===== config.mk =====
export PLATFORM = sky130hd
export DESIGN_NAME = vend_change_dispenser_flat
export DESIGN_NICKNAME = d
export VERILOG_FILES = /design/src/rtl/vend_change_dispenser_pkg.sv /design/src/rtl/vend_change_dispenser_if.sv /design/src/rtl/vend_change_dispenser_coin_select.sv /design/src/rtl/vend_change_dispenser.sv /design/src/flat_wrapper.sv
export SDC_FILE = /design/constraint.sdc
export NUM_CORES = 1
export LEC_CHECK = 0
export ABC_CLOCK_PERIOD_IN_PS = 3800
export BUFFER_PORTS_ARGS = -buffer_cell sky130_fd_sc_hd__buf_2
export CORE_MARGIN = 5
export CORE_UTILIZATION = 45
export CTS_CLUSTER_DIAMETER = 80
export DETAILED_ROUTE_END_ITERATION = 16
export GPL_TIMING_DRIVEN = 0
export PLACE_DENSITY_LB_ADDON = 0.25
export SYNTH_ARGS = -nofsm -noshare
export SYNTH_HDL_FRONTEND = slang
export SYNTH_SLANG_ARGS = --single-unit

===== constraint.sdc =====
create_clock -name CLK -period 3.8 [get_ports CLK]
set_input_delay 0.76 -clock CLK [delete_from_list [all_inputs] [get_ports CLK]]
set_output_delay 0.76 -clock CLK [all_outputs]
set_load 0.005 [all_outputs]

===== src/rtl/vend_change_dispenser_pkg.sv =====
// Shared definitions for the vending change dispenser: coin codes, coin values
// in nickels, the legal credit ceiling and the dispenser state encoding.
package vend_pkg;

    typedef enum logic [1:0] {
        COIN_NONE    = 2'b00,
        COIN_NICKEL  = 2'b01,
        COIN_DIME    = 2'b10,
        COIN_QUARTER = 2'b11
    } coin_e;

    localparam logic [2:0] VAL_NICKEL  = 3'd1;
    localparam logic [2:0] VAL_DIME    = 3'd2;
    localparam logic [2:0] VAL_QUARTER = 3'd5;

    localparam int MAX_CREDIT = 12;

    typedef enum logic [2:0] {
        ST_IDLE,
        ST_SELECT,
        ST_ISSUE,
        ST_GAP,
        ST_FINISH
    } disp_state_e;

endpackage


===== src/rtl/vend_change_dispenser_if.sv =====
// Per-coin valid/ack handshake between the change dispenser (master) and the
// coin hopper (slave).
interface vend_change_dispenser_if;
    logic [1:0] DISP_COIN;
    logic       DISP_VALID;
    logic       DISP_ACK;

    modport master (output DISP_COIN, output DISP_VALID, input DISP_ACK);
    modport slave  (input DISP_COIN, input DISP_VALID, output DISP_ACK);
endinterface


===== src/rtl/vend_change_dispenser_coin_select.sv =====
// Greedy coin choice for a remaining amount in nickels: quarter, then dime,
// then nickel; nothing when the remainder is zero.
module change_coin_select
    import vend_pkg::*;
(
    input  logic [3:0] rem_i,
    output coin_e      coin_o,
    output logic [2:0] value_o
);

    always_comb begin
        coin_o  = COIN_NONE;
        value_o = 3'd0;
        if (rem_i >= 4'd5) begin
            coin_o  = COIN_QUARTER;
            value_o = VAL_QUARTER;
        end else if (rem_i >= 4'd2) begin
            coin_o  = COIN_DIME;
            value_o = VAL_DIME;
        end else if (rem_i != 4'd0) begin
            coin_o  = COIN_NICKEL;
            value_o = VAL_NICKEL;
        end
    end

endmodule


===== src/rtl/vend_change_dispenser.sv =====
// Pays a refund credit out to the coin hopper one coin at a time, with a
// per-coin ack timeout that raises a sticky FAULT and abandons the payout.
module vend_change_dispenser #(
    parameter int MAX_CREDIT  = 12,
    parameter int ACK_TIMEOUT = 255,
    parameter int GAP_CYCLES  = 1
) (
    input  logic                    CLK,
    input  logic                    RST,
    input  logic                    START,
    input  logic [3:0]              CREDIT,
    output logic                    BUSY,
    output logic                    DONE,
    output logic [2:0]              COIN_COUNT,
    output logic                    ERR,
    output logic                    FAULT,
    vend_change_dispenser_if.master disp
);
    import vend_pkg::*;

    localparam int TO_W  = $clog2(ACK_TIMEOUT + 1);
    localparam int GAP_W = (GAP_CYCLES > 1) ? $clog2(GAP_CYCLES) : 1;

    disp_state_e      state_q;
    logic [3:0]       rem_q;
    logic [3:0]       rem_d;
    logic [2:0]       coin_count_q;
    logic [TO_W-1:0]  to_cnt_q;
    logic [TO_W-1:0]  to_cnt_d;
    logic [GAP_W-1:0] gap_cnt_q;
    logic             busy_q;
    logic             done_q;
    logic             err_q;
    logic             fault_q;
    logic [1:0]       coin_q;
    logic             valid_q;

    coin_e            sel_coin;
    logic [2:0]       sel_value;

    change_coin_select u_sel (
        .rem_i   (rem_q),
        .coin_o  (sel_coin),
        .value_o (sel_value)
    );

    // rem_q is unchanged while a coin is outstanding, so sel_value still
    // matches the coin being acknowledged.
    assign rem_d    = rem_q - {1'b0, sel_value};
    assign to_cnt_d = to_cnt_q + 1'b1;

    always_ff @(posedge CLK) begin
        if (RST) begin
            state_q      <= ST_IDLE;
            rem_q        <= 4'd0;
            coin_count_q <= 3'd0;
            to_cnt_q     <= '0;
            gap_cnt_q    <= '0;
            busy_q       <= 1'b0;
            done_q       <= 1'b0;
            err_q        <= 1'b0;
            fault_q      <= 1'b0;
            coin_q       <= COIN_NONE;
            valid_q      <= 1'b0;
        end else begin
            done_q <= 1'b0;
            err_q  <= 1'b0;
            unique case (state_q)
                ST_IDLE: begin
                    if (START) begin
                        if (32'(CREDIT) > MAX_CREDIT) begin
                            err_q <= 1'b1;
                        end else begin
                            rem_q        <= CREDIT;
                            coin_count_q <= 3'd0;
                            busy_q       <= 1'b1;
                            state_q      <= ST_SELECT;
                        end
                    end
                end
                ST_SELECT: begin
                    if (rem_q == 4'd0) begin
                        state_q <= ST_FINISH;
                    end else begin
                        coin_q   <= sel_coin;
                        valid_q  <= 1'b1;
                        to_cnt_q <= '0;
                        state_q  <= ST_ISSUE;
                    end
                end
                ST_ISSUE: begin
                    if (disp.DISP_ACK) begin
                        rem_q        <= rem_d;
                        coin_count_q <= coin_count_q + 3'd1;
                        valid_q      <= 1'b0;
                        coin_q       <= COIN_NONE;
                        gap_cnt_q    <= '0;
                        state_q      <= ST_GAP;
                    end else if (to_cnt_d == TO_W'(ACK_TIMEOUT)) begin
                        valid_q <= 1'b0;
                        coin_q  <= COIN_NONE;
                        fault_q <= 1'b1;
                        busy_q  <= 1'b0;
                        state_q <= ST_IDLE;
                    end else begin
                        to_cnt_q <= to_cnt_d;
                    end
                end
                ST_GAP: begin
                    if (gap_cnt_q == GAP_W'(GAP_CYCLES - 1)) begin
                        state_q <= ST_SELECT;
                    end else begin
                        gap_cnt_q <= gap_cnt_q + 1'b1;
                    end
                end
                ST_FINISH: begin
                    done_q  <= 1'b1;
                    busy_q  <= 1'b0;
                    state_q <= ST_IDLE;
                end
                default: state_q <= ST_IDLE;
            endcase
        end
    end

    assign BUSY            = busy_q;
    assign DONE            = done_q;
    assign COIN_COUNT      = coin_count_q;
    assign ERR             = err_q;
    assign FAULT           = fault_q;
    assign disp.DISP_COIN  = coin_q;
    assign disp.DISP_VALID = valid_q;

endmodule

===== src/flat_wrapper.sv =====
// flat-port wrapper written by rule: the top's interface ports become plain ports
module vend_change_dispenser_flat import vend_pkg::*;
#(
    parameter int MAX_CREDIT  = 12,
    parameter int ACK_TIMEOUT = 255,
    parameter int GAP_CYCLES  = 1
)
  (CLK, RST, START, CREDIT, BUSY, DONE, COIN_COUNT, ERR, FAULT, disp_DISP_COIN, disp_DISP_VALID, disp_DISP_ACK);
  vend_change_dispenser_if disp_i ();
  input  logic CLK;
  input  logic RST;
  input  logic START;
  input  logic [3:0] CREDIT;
  output logic BUSY;
  output logic DONE;
  output logic [2:0] COIN_COUNT;
  output logic ERR;
  output logic FAULT;
  output wire logic [$bits(disp_i.DISP_COIN)-1:0] disp_DISP_COIN;
  output wire logic [$bits(disp_i.DISP_VALID)-1:0] disp_DISP_VALID;
  input wire logic [$bits(disp_i.DISP_ACK)-1:0] disp_DISP_ACK;
  assign disp_DISP_COIN = disp_i.DISP_COIN;
  assign disp_DISP_VALID = disp_i.DISP_VALID;
  assign disp_i.DISP_ACK = disp_DISP_ACK;
  vend_change_dispenser #(.MAX_CREDIT(MAX_CREDIT), .ACK_TIMEOUT(ACK_TIMEOUT), .GAP_CYCLES(GAP_CYCLES)) u_core (.CLK(CLK), .RST(RST), .START(START), .CREDIT(CREDIT), .BUSY(BUSY), .DONE(DONE), .COIN_COUNT(COIN_COUNT), .ERR(ERR), .FAULT(FAULT), .disp(disp_i));
endmodule

Yosys cells after proc, flatten, opt, wreduce, memory -nomap -nowiden
Cells that the tools add are included.
{ "word_totals": {"mem_bits_ro": 0, "word_cells": 92, "out_inout_bits": 10, "n_memories": 0, "regBits": 26, "latchBits": 0, "mem_bits_rw": 0} }
{ "op_classes": {"n_div": 0, "n_eq_ne": 14, "mux": 42, "n_addsub": 4, "order_cmp": 3, "n_mul": 0, "reduce_logical": 15, "bitwise_logic": 3, "shift": 0} }
{ "op_table": {"columns": ["operator", "count"], "rows": [
  ["$mux W3", 10],
  ["$mux W8", 3],
  ["$pmux W8 S2", 1],
  ["$ne A2 B2 Y1 const B", 7],
  ["$mux W1", 12],
  ["$mux W2", 6],
  ["$mux W4", 3],
  ["$pmux W3 S4", 1],
  ["$reduce_and A4 Y1", 3],
  ["$add A8 B1 Y8 const B", 1],
  ["$eq A8 B8 Y1 const B", 1],
  ["$pmux W4 S2", 1],
  ["$eq A3 B2 Y1 const B", 2],
  ["$pmux W3 S2", 1],
  ["$reduce_and A3 Y1", 2],
  ["$reduce_bool A2 Y1", 3],
  ["$reduce_and A5 Y1", 1],
  ["$ge A4 B2 Y1 const B", 1],
  ["$ge A4 B3 Y1 const B", 1],
  ["$gt A4 B4 Y1 const B", 1],
  ["$logic_not A4 Y1", 1],
  ["$pmux W1 S2", 2],
  ["$pmux W2 S2", 1],
  ["$reduce_bool A4 Y1", 1],
  ["13 further kinds", 15]
]} }

Longest topological paths before layout
Gate-level depths: netlist (run 1).
{ "depth": {"ltp_word": 7, "depth_mapped": 10, "mapped_depth_nobuf": 10} }

By module
From an unflattened synthesis (run 1), not the netlist that was laid out.
{ "unflattened": {"cells_unflattened": 174, "hier_area_um2": 1456.4} }
{ "modules_own_cells": {"columns": ["module", "area_each_um2", "cells_per_inst", "n_inst"], "rows": [
  ["vend_change_dispenser", 1392.6, 166, 1],
  ["change_coin_select", 63.8, 8, 1]
]} }

Least setup slack after synthesis (run 1)
No wires, ideal clock.
{ "synth_timing": {"kind": "register to register", "startpoint": "register u_core.to_cnt_q[0]", "endpoint": "register u_core.to_cnt_q[0]", "stages_incl_launch_ff": 8, "period_less_slack_ps": 2038, "slack_ps": 1762, "t_arrival_ps": 1959, "t_required_ps": 3721, "path_cell_list": "dfxtp_1 ha_1 nand3_1 or3_1 a2111o_1 buf_6 o21ba_1 a211oi_2"} }
{ "synth_via": {"elab_chain_cells": 4, "word_cells_on_any_way": 7} }
{ "synth_rtl": {"columns": ["element", "line", "text"], "rows": [
  ["start, declared", "vend_change_dispenser.sv:28", "logic [TO_W-1:0] to_cnt_q;"],
  ["start signal, assigned", "vend_change_dispenser.sv:106", "to_cnt_q <= to_cnt_d;"],
  ["$add A8 B1 Y8 *", "vend_change_dispenser.sv:50", "assign to_cnt_d = to_cnt_q + 1'b1;"],
  ["$eq A8 B8 Y1 / $mux W8 (equally long branches)", "vend_change_dispenser.sv:99", "end else if (to_cnt_d == TO_W'(ACK_TIMEOUT)) begin"],
  ["$ne A2 B2 Y1 (no line) / $mux W8 (equally long branches)", null, null],
  ["$reduce_and A4 Y1 (no line) / $pmux W8 S2 (equally long branches)", null, null]
]} }
Mark *: on every way between the ends. The rest lies on a longest branch, timed or not. The select of a mux whose other input is x is not followed.
A chain may end at the register's enable or synchronous reset.

Worst setup path in the final report (run 1)
{ "layout_timing": {"startpoint": "register u_core.to_cnt_q[0]", "endpoint": "register u_core.coin_q[0] (netlist: u_core.disp.DISP_COIN[0])"} }
{ "layout_via": {"elab_chain_cells": 4} }
{ "layout_rtl": {"columns": ["element", "line", "text"], "rows": [
  ["$add A8 B1 Y8", "vend_change_dispenser.sv:50", null],
  ["$eq A8 B8 Y1", "vend_change_dispenser.sv:99", null],
  ["$ne A3 B2 Y1 (no line)", null, null],
  ["$reduce_and A3 Y1 (no line)", null, null],
  ["end signal, assigned", "vend_change_dispenser.sv:85", "coin_q <= sel_coin;"],
  ["end, declared", "vend_change_dispenser.sv:35", "logic [1:0] coin_q;"]
]} }
No other way between the ends.

==> impl_metrics.env, run 1 <==
export IMPL_wl_per_cell_um=13.5
export IMPL_ys_seq_area_share_pct=35.2
export IMPL_drive_gt1_share_pct=18.5
export IMPL_arrival_ns=2.47
export IMPL_synth_edf_count=0
export IMPL_clk_latency_ns=0.32
export IMPL_worst_setup_path_type="register to register"
export IMPL_vdd_ir_drop_max_v=0.000141
export IMPL_hpwl_um=2340
export IMPL_worst_pin_slew_ns=0.631
export IMPL_place_area_sq_um=1560
export IMPL_htree_levels=1
export IMPL_drt_initial_drc_count=105
export IMPL_finalInstanceArea_sq_um=1580
export IMPL_pin_count=18
export IMPL_ys_warn_count=0
export IMPL_routed_wl_um=3150
export IMPL_fin_util_pct=52.3
export IMPL_cts_setup_buffers=0
export IMPL_p_leak_uw=0.000615
export IMPL_coreArea_sq_um=3030
export IMPL_fin_nets=205
export IMPL_clk_path_buf_depth=2
export IMPL_drtPass1Iterations=4
export IMPL_grt_max_degree=15
export IMPL_cts_sinks=25
export IMPL_relSlewSlack_pct=57.8
export IMPL_route_detailed_drc=0
export IMPL_n_antenna_cell=0
export IMPL_power_density_nw_per_um2=319
export IMPL_fin_skew_ns=0.00924
export IMPL_synthFlopType="dfxtp_1"
export IMPL_final_setup_viol_count=0
export IMPL_max_cap_violations=0
export IMPL_io_buffers=16
export IMPL_synthTopCellsByCount="25 x dfxtp_1, 18 x nor2_1, 12 x a21oi_1"
export IMPL_initial_core_util_pct=46.9
export IMPL_detail_route_antenna_nets=0
export IMPL_synth_top_area_cell="dfxtp_1"
export IMPL_end_kind="register"
export IMPL_fin_crit_sh_pct=59.5
export IMPL_ys_async_sr_fraction_pct=0
export IMPL_synth_area_sq_um=1420
export IMPL_hold_violations=0
export IMPL_numCtsBuffers=3
export IMPL_place_gp_congestion=0.848
export IMPL_syn_num_nets=184
export IMPL_clk_pin_slew_ns=0.15
export IMPL_die_area_sq_um=4380
export IMPL_post_cts_resized=0
export IMPL_cts_root_buffer="clkbuf_4"
export IMPL_grt_setup_unrepaired="no"
export IMPL_synth_area_leaders="dfxtp_1 35%, ha_1 5.3%, nor2_1 4.8%, a21oi_1 4.2%, o21ai_0 3.5%"
export IMPL_required_ns=4.01
export IMPL_grt_pass1_wl_um=5250
export IMPL_start_kind="register"
export IMPL_fin_crit_ns=2.26
export IMPL_fmax_mhz=442
export IMPL_grt_pass1_vias=1221
export IMPL_grt_overflow=0
export IMPL_vias=1282
export IMPL_drv_slew=0
export IMPL_track_usage_pct=15.3
export IMPL_cp_max_fo=9
export IMPL_netlist_instances=169
export IMPL_via_per_inst=5.50
export IMPL_fin_tns_setup_ns=0
export IMPL_synthToLayoutAreaGrowth_pct=11.5
export IMPL_fp_row_count=20
export IMPL_synth_top_area_share_pct=35.2
export IMPL_hold_class="register to register"
export IMPL_cts_hold_buf=0
export IMPL_synth_most_common_cell="dfxtp_1"
export IMPL_synth_cell_types=50
export IMPL_die_h_um=66.2
export IMPL_syn_avg_cell_area_sq_um=8.40
export IMPL_die_w_um=66.2
export IMPL_antenna_found_initial=0
export IMPL_cts_tree="yes"
export IMPL_status="complete, no violations"
export IMPL_yosys_register_bits=25
## sequential cells by signal, summed over array words and instances (netlist names)
signal,count
u_core.BUSY,1
u_core.COIN_COUNT,3
u_core.DONE,1
u_core.ERR,1
u_core.FAULT,1
u_core.disp.DISP_COIN,2
u_core.disp.DISP_VALID,1
u_core.rem_q,4
u_core.state_q,3
u_core.to_cnt_q,8
## kinds of logic after synthesis
| logic type | synth area share, % |
|---|---|
| xor gates and xnor gates | 1.85 |
| muxes | 0.705 |
| AOI/OAI and AO/OA | 22.6 |
| adders and majority gates | 6.70 |
| and+or+nand+nor | 25.8 |
| buffers and inverters | 7.05 |
| DFF | 35.2 |
## worst max-delay path, stage by stage (launching register included)
cell      delay, ns
dfxtp_1        0.47
ha_1           0.29
nand3_1        0.12
or3_1          0.35
a2111o_1       0.43
buf_6          0.15
a22oi_1        0.23
o32ai_1        0.12
## metal layers
layer	vias up	routed length [um]	share of wire (%)	track usage, %
met2	20	1540	49	27.1
met3	2	112	3.6	2.72
met5	-	0	0	0
li1	654	-	-	-
met4	0	15	0.48	3.81
met1	606	1490	47	18.9
## worst paths after layout
check                         startpoint                       end  slack (ns)  cells after the start
hold / removal    u_core.disp.DISP_VALID    u_core.disp.DISP_VALID        0.48                      2
setup / recovery      u_core.to_cnt_q[0]  u_core.disp.DISP_COIN[0]        1.54                      7
hold reg to reg   u_core.disp.DISP_VALID    u_core.disp.DISP_VALID        0.48                      2
setup reg to reg      u_core.to_cnt_q[0]  u_core.disp.DISP_COIN[0]        1.54                      7
## power by group
group / switching, uW / internal [uW]
Clock: 84.0 / 39.4
Sequential: 7.94 / 272
Combinational: 58.9 / 42.1
Total: 151 / 353
## cell type report
| cell class | count | area [sq um] |
|---|---|---|
| Fill cell | 294 | 1450 |
| Multi-Input combinational cell | 125 | 820 |
| Sequential cell | 25 | 500 |
| Timing Repair Buffer | 16 | 80.1 |
| Buffer | 11 | 70.1 |
| Tap cell | 44 | 55.1 |
| Inverter | 8 | 30.0 |
| Clock buffer | 3 | 22.5 |
| Clock inverter | 1 | 5.00 |
## per-stage QoR
step,instances,hold WS [ns],worst slack [ns],total power [uW]
5_1_grt,233,0.518,1.39,531
3_3_place_gp,229,0.462,1.53,383
6_report,233,0.480,1.54,504
2_1_floorplan,169,0.458,1.76,358
4_1_cts,233,0.486,1.53,506
3_5_place_dp,229,0.465,1.49,387
## placed cells by master (no fill, tap or decap), types with 2 or more instances in the layout
master / count
nand2_1: 11
or2_2: 2
nand3_1: 5
nor4b_1: 2
inv_1: 8
nor3b_1: 2
nand2b_1: 5
nand3b_1: 2
clkbuf_4: 3
clkbuf_1: 4
nor2_1: 18
xor2_1: 2
buf_4: 3
nand4b_1: 4
o21ai_0: 10
buf_2: 18
nor3_1: 3
or3_1: 3
o32ai_1: 3
a21boi_0: 2
and2_1: 2
a211oi_1: 5
nor4_1: 2
buf_6: 2
dfxtp_1: 25
a21oi_1: 12
ha_1: 6
No activity file was read; power rests on OpenSTA's default activity.
==> run 2, diff against run 1 <==
- ABC_CLOCK_PERIOD_IN_PS: 3800 -> 2050
- clock period: 3.8 -> 2.05 ns (I/O delays scaled with it)
==> impl_metrics.env, run 2 (synthesis results as in run 1) <==
export IMPL_status="complete, no violations"
export IMPL_die_area_sq_um=4380
export IMPL_pre_cts_ws_ns=-0.177
export IMPL_setup_ws_ns=0.0571
export IMPL_fin_crit_sh_pct=97.2
export IMPL_worst_path_max_delay_cell="a2111o_1"
export IMPL_vias=1334
export IMPL_fin_nets=209
export IMPL_vdd_ir_drop_max_v=0.000320
export IMPL_final_setup_viol_count=0
export IMPL_hold_violations=0
export IMPL_place_gp_congestion=0.848
export IMPL_synthToLayoutAreaGrowth_pct=20.5
export IMPL_pin_count=18
export IMPL_max_cap_violations=0
export IMPL_pwr_share_comb_pct=24.2
export IMPL_hpwl_um=2340
export IMPL_seq_power_share_pct=52.9
export IMPL_antenna_found_initial=0
export IMPL_fmax_mhz=502
export IMPL_reg2reg_depth=7
export IMPL_clk_pin_slew_ns=0.14
export IMPL_hold_class="input pin to register"
export IMPL_worst_setup_path_type="register to register"
export IMPL_max_stage_delay_ns=0.43
export IMPL_critPathBufInv=1
export IMPL_htree_levels=1
export IMPL_grt_pass1_vias=1262
export IMPL_route_detailed_drc=0
export IMPL_pwr_share_clk_pct=23.0
export IMPL_reg_top3="u_core.to_cnt_q (8), u_core.rem_q (4)"
export IMPL_die_w_um=66.2
export IMPL_end_kind="register"
export IMPL_p_switching_uw=298
export IMPL_swShare_pct=30.3
export IMPL_final_cell_mix="19 x dfxtp_1, 18 x nor2_1, 18 x buf_2"
export IMPL_clk_path_buf_depth=2
export IMPL_detail_route_antenna_nets=0
export IMPL_regMostFlops="u_core.to_cnt_q"
export IMPL_cpLargestDelayFamily="compound AO/OA/AOI/OAI gates"
export IMPL_r2r_slack_ns=0.06
export IMPL_relSlewSlack_pct=58.3
export IMPL_power_density_nw_per_um2=574
export IMPL_arrival_ns=2.25
export IMPL_p_int_uw=685
export IMPL_largest_reg_flops=8
export IMPL_coreArea_sq_um=3030
export IMPL_hp_start="START"
export IMPL_via_per_inst=5.63
export IMPL_grt_max_degree=15
export IMPL_worst_pin_slew_ns=0.625
export IMPL_clk_latency_ns=0.32
export IMPL_required_ns=2.31
export IMPL_fp_row_count=20
export IMPL_r2r_end="u_core.to_cnt_q[0]"
export IMPL_r2r_start="u_core.to_cnt_q[1]"
export IMPL_fin_crit_ns=1.99
export IMPL_crit_chain="ha_4 > nand3_1 > or3_4 > a2111o_1 > buf_6 > o21ba_1 > a211oi_2"
export IMPL_start_kind="register"
export IMPL_drt_initial_drc_count=111
export IMPL_p_leak_uw=0.000652
export IMPL_drtPass1Iterations=4
export IMPL_drv_slew=0
export IMPL_io_buffers=16
export IMPL_cp_max_fo=9
export IMPL_fin_skew_ns=0.00587
export IMPL_cts_sinks=25
export IMPL_layout_commonest_cell="dfxtp_1"
export IMPL_numCtsBuffers=3
export IMPL_cts_tree="yes"
export IMPL_grt_pass1_wl_um=5580
export IMPL_whs_ns=0.306
export IMPL_initial_core_util_pct=46.9
export IMPL_holdPathStages=3
export IMPL_holdPathEnd="u_core.ERR"
export IMPL_drive_gt1_share_pct=30.6
export IMPL_cts_root_buffer="clkbuf_4"
export IMPL_grt_overflow=0
export IMPL_track_usage_pct=16.3
export IMPL_routed_wl_um=3400
export IMPL_die_h_um=66.2
export IMPL_n_antenna_cell=0
export IMPL_wl_per_cell_um=14.3
-- run 2: worst max-delay path by stage --
stage,from,endpoint,slack (ns),cells after the start
2_1_floorplan,u_core.to_cnt_q[0],u_core.to_cnt_q[0],0.01,7
3_3_place_gp,u_core.to_cnt_q[0],u_core.disp.DISP_COIN[1],-0.12,7
3_5_place_dp,u_core.to_cnt_q[0],u_core.disp.DISP_COIN[0],-0.18,7
4_1_cts,u_core.rem_q[1],u_core.rem_q[3],-0.02,8
5_1_grt,u_core.rem_q[0],u_core.rem_q[2],-0.001,10
6_report,u_core.to_cnt_q[1],u_core.to_cnt_q[0],0.06,7
-- run 2: metrics by stage --
step	power [uW]	utilization (%)	std cells	TNS, ns	instance area [sq um]
detailed placement	717	51.4	229	-1.28	1560
global route	1040	56.5	237	-0.00135	1710
floorplan	663	-	169	0	1420
CTS	960	54.6	235	-0.0195	1650
global placement	710	51.4	229	-0.699	1560
finish	983	56.5	237	0	1710
-- run 2: power by group through the flow --
stage / Clock [uW] / Sequential (uW) / Combinational (uW)
2_1_floorplan: 0 / 527 / 136
3_3_place_gp: 0 / 529 / 181
3_5_place_dp: 0 / 529 / 188
4_1_cts: 231 / 518 / 211
5_1_grt: 252 / 523 / 265
6_report: 226 / 520 / 237
-- run 2: area by class of cell --
type                       instances  area, sq um
fill                             274         1320
multi-input combinational        125          898
sequential                        25          515
timing repair buffer              20          114
buffer                            11         71.3
tap                               44         55.1
inverter                           8         30.0
clock buffer                       3         22.5
clock inverter                     1         5.00
-- run 2: what timing repair did --
item	4_1_cts	5_1_grt
resized for setup	14	16
hold buffers	0	0
setup endpoints to repair	14	12
buffers inserted	2	2
endpoints found under the hold margin	0	0
pin swaps	4	10
-- run 2: worst register-to-register path, cell delays in order, from the launching register on --
cell	delay, ns
dfxtp_4	0.40
ha_4	0.13
nand3_1	0.09
or3_4	0.35
a2111o_1	0.43
buf_6	0.15
o21ba_1	0.19
a211oi_2	0.19
-- run 2: routing by layer --
layer  part of all wire [%]  track usage, %  up-vias
met1                     44            20.0      633
met3                    4.4            2.72        7
li1                       -               -      658
met4                    1.4            5.33        0
met2                     50            28.7       36
met5                      0               0        -
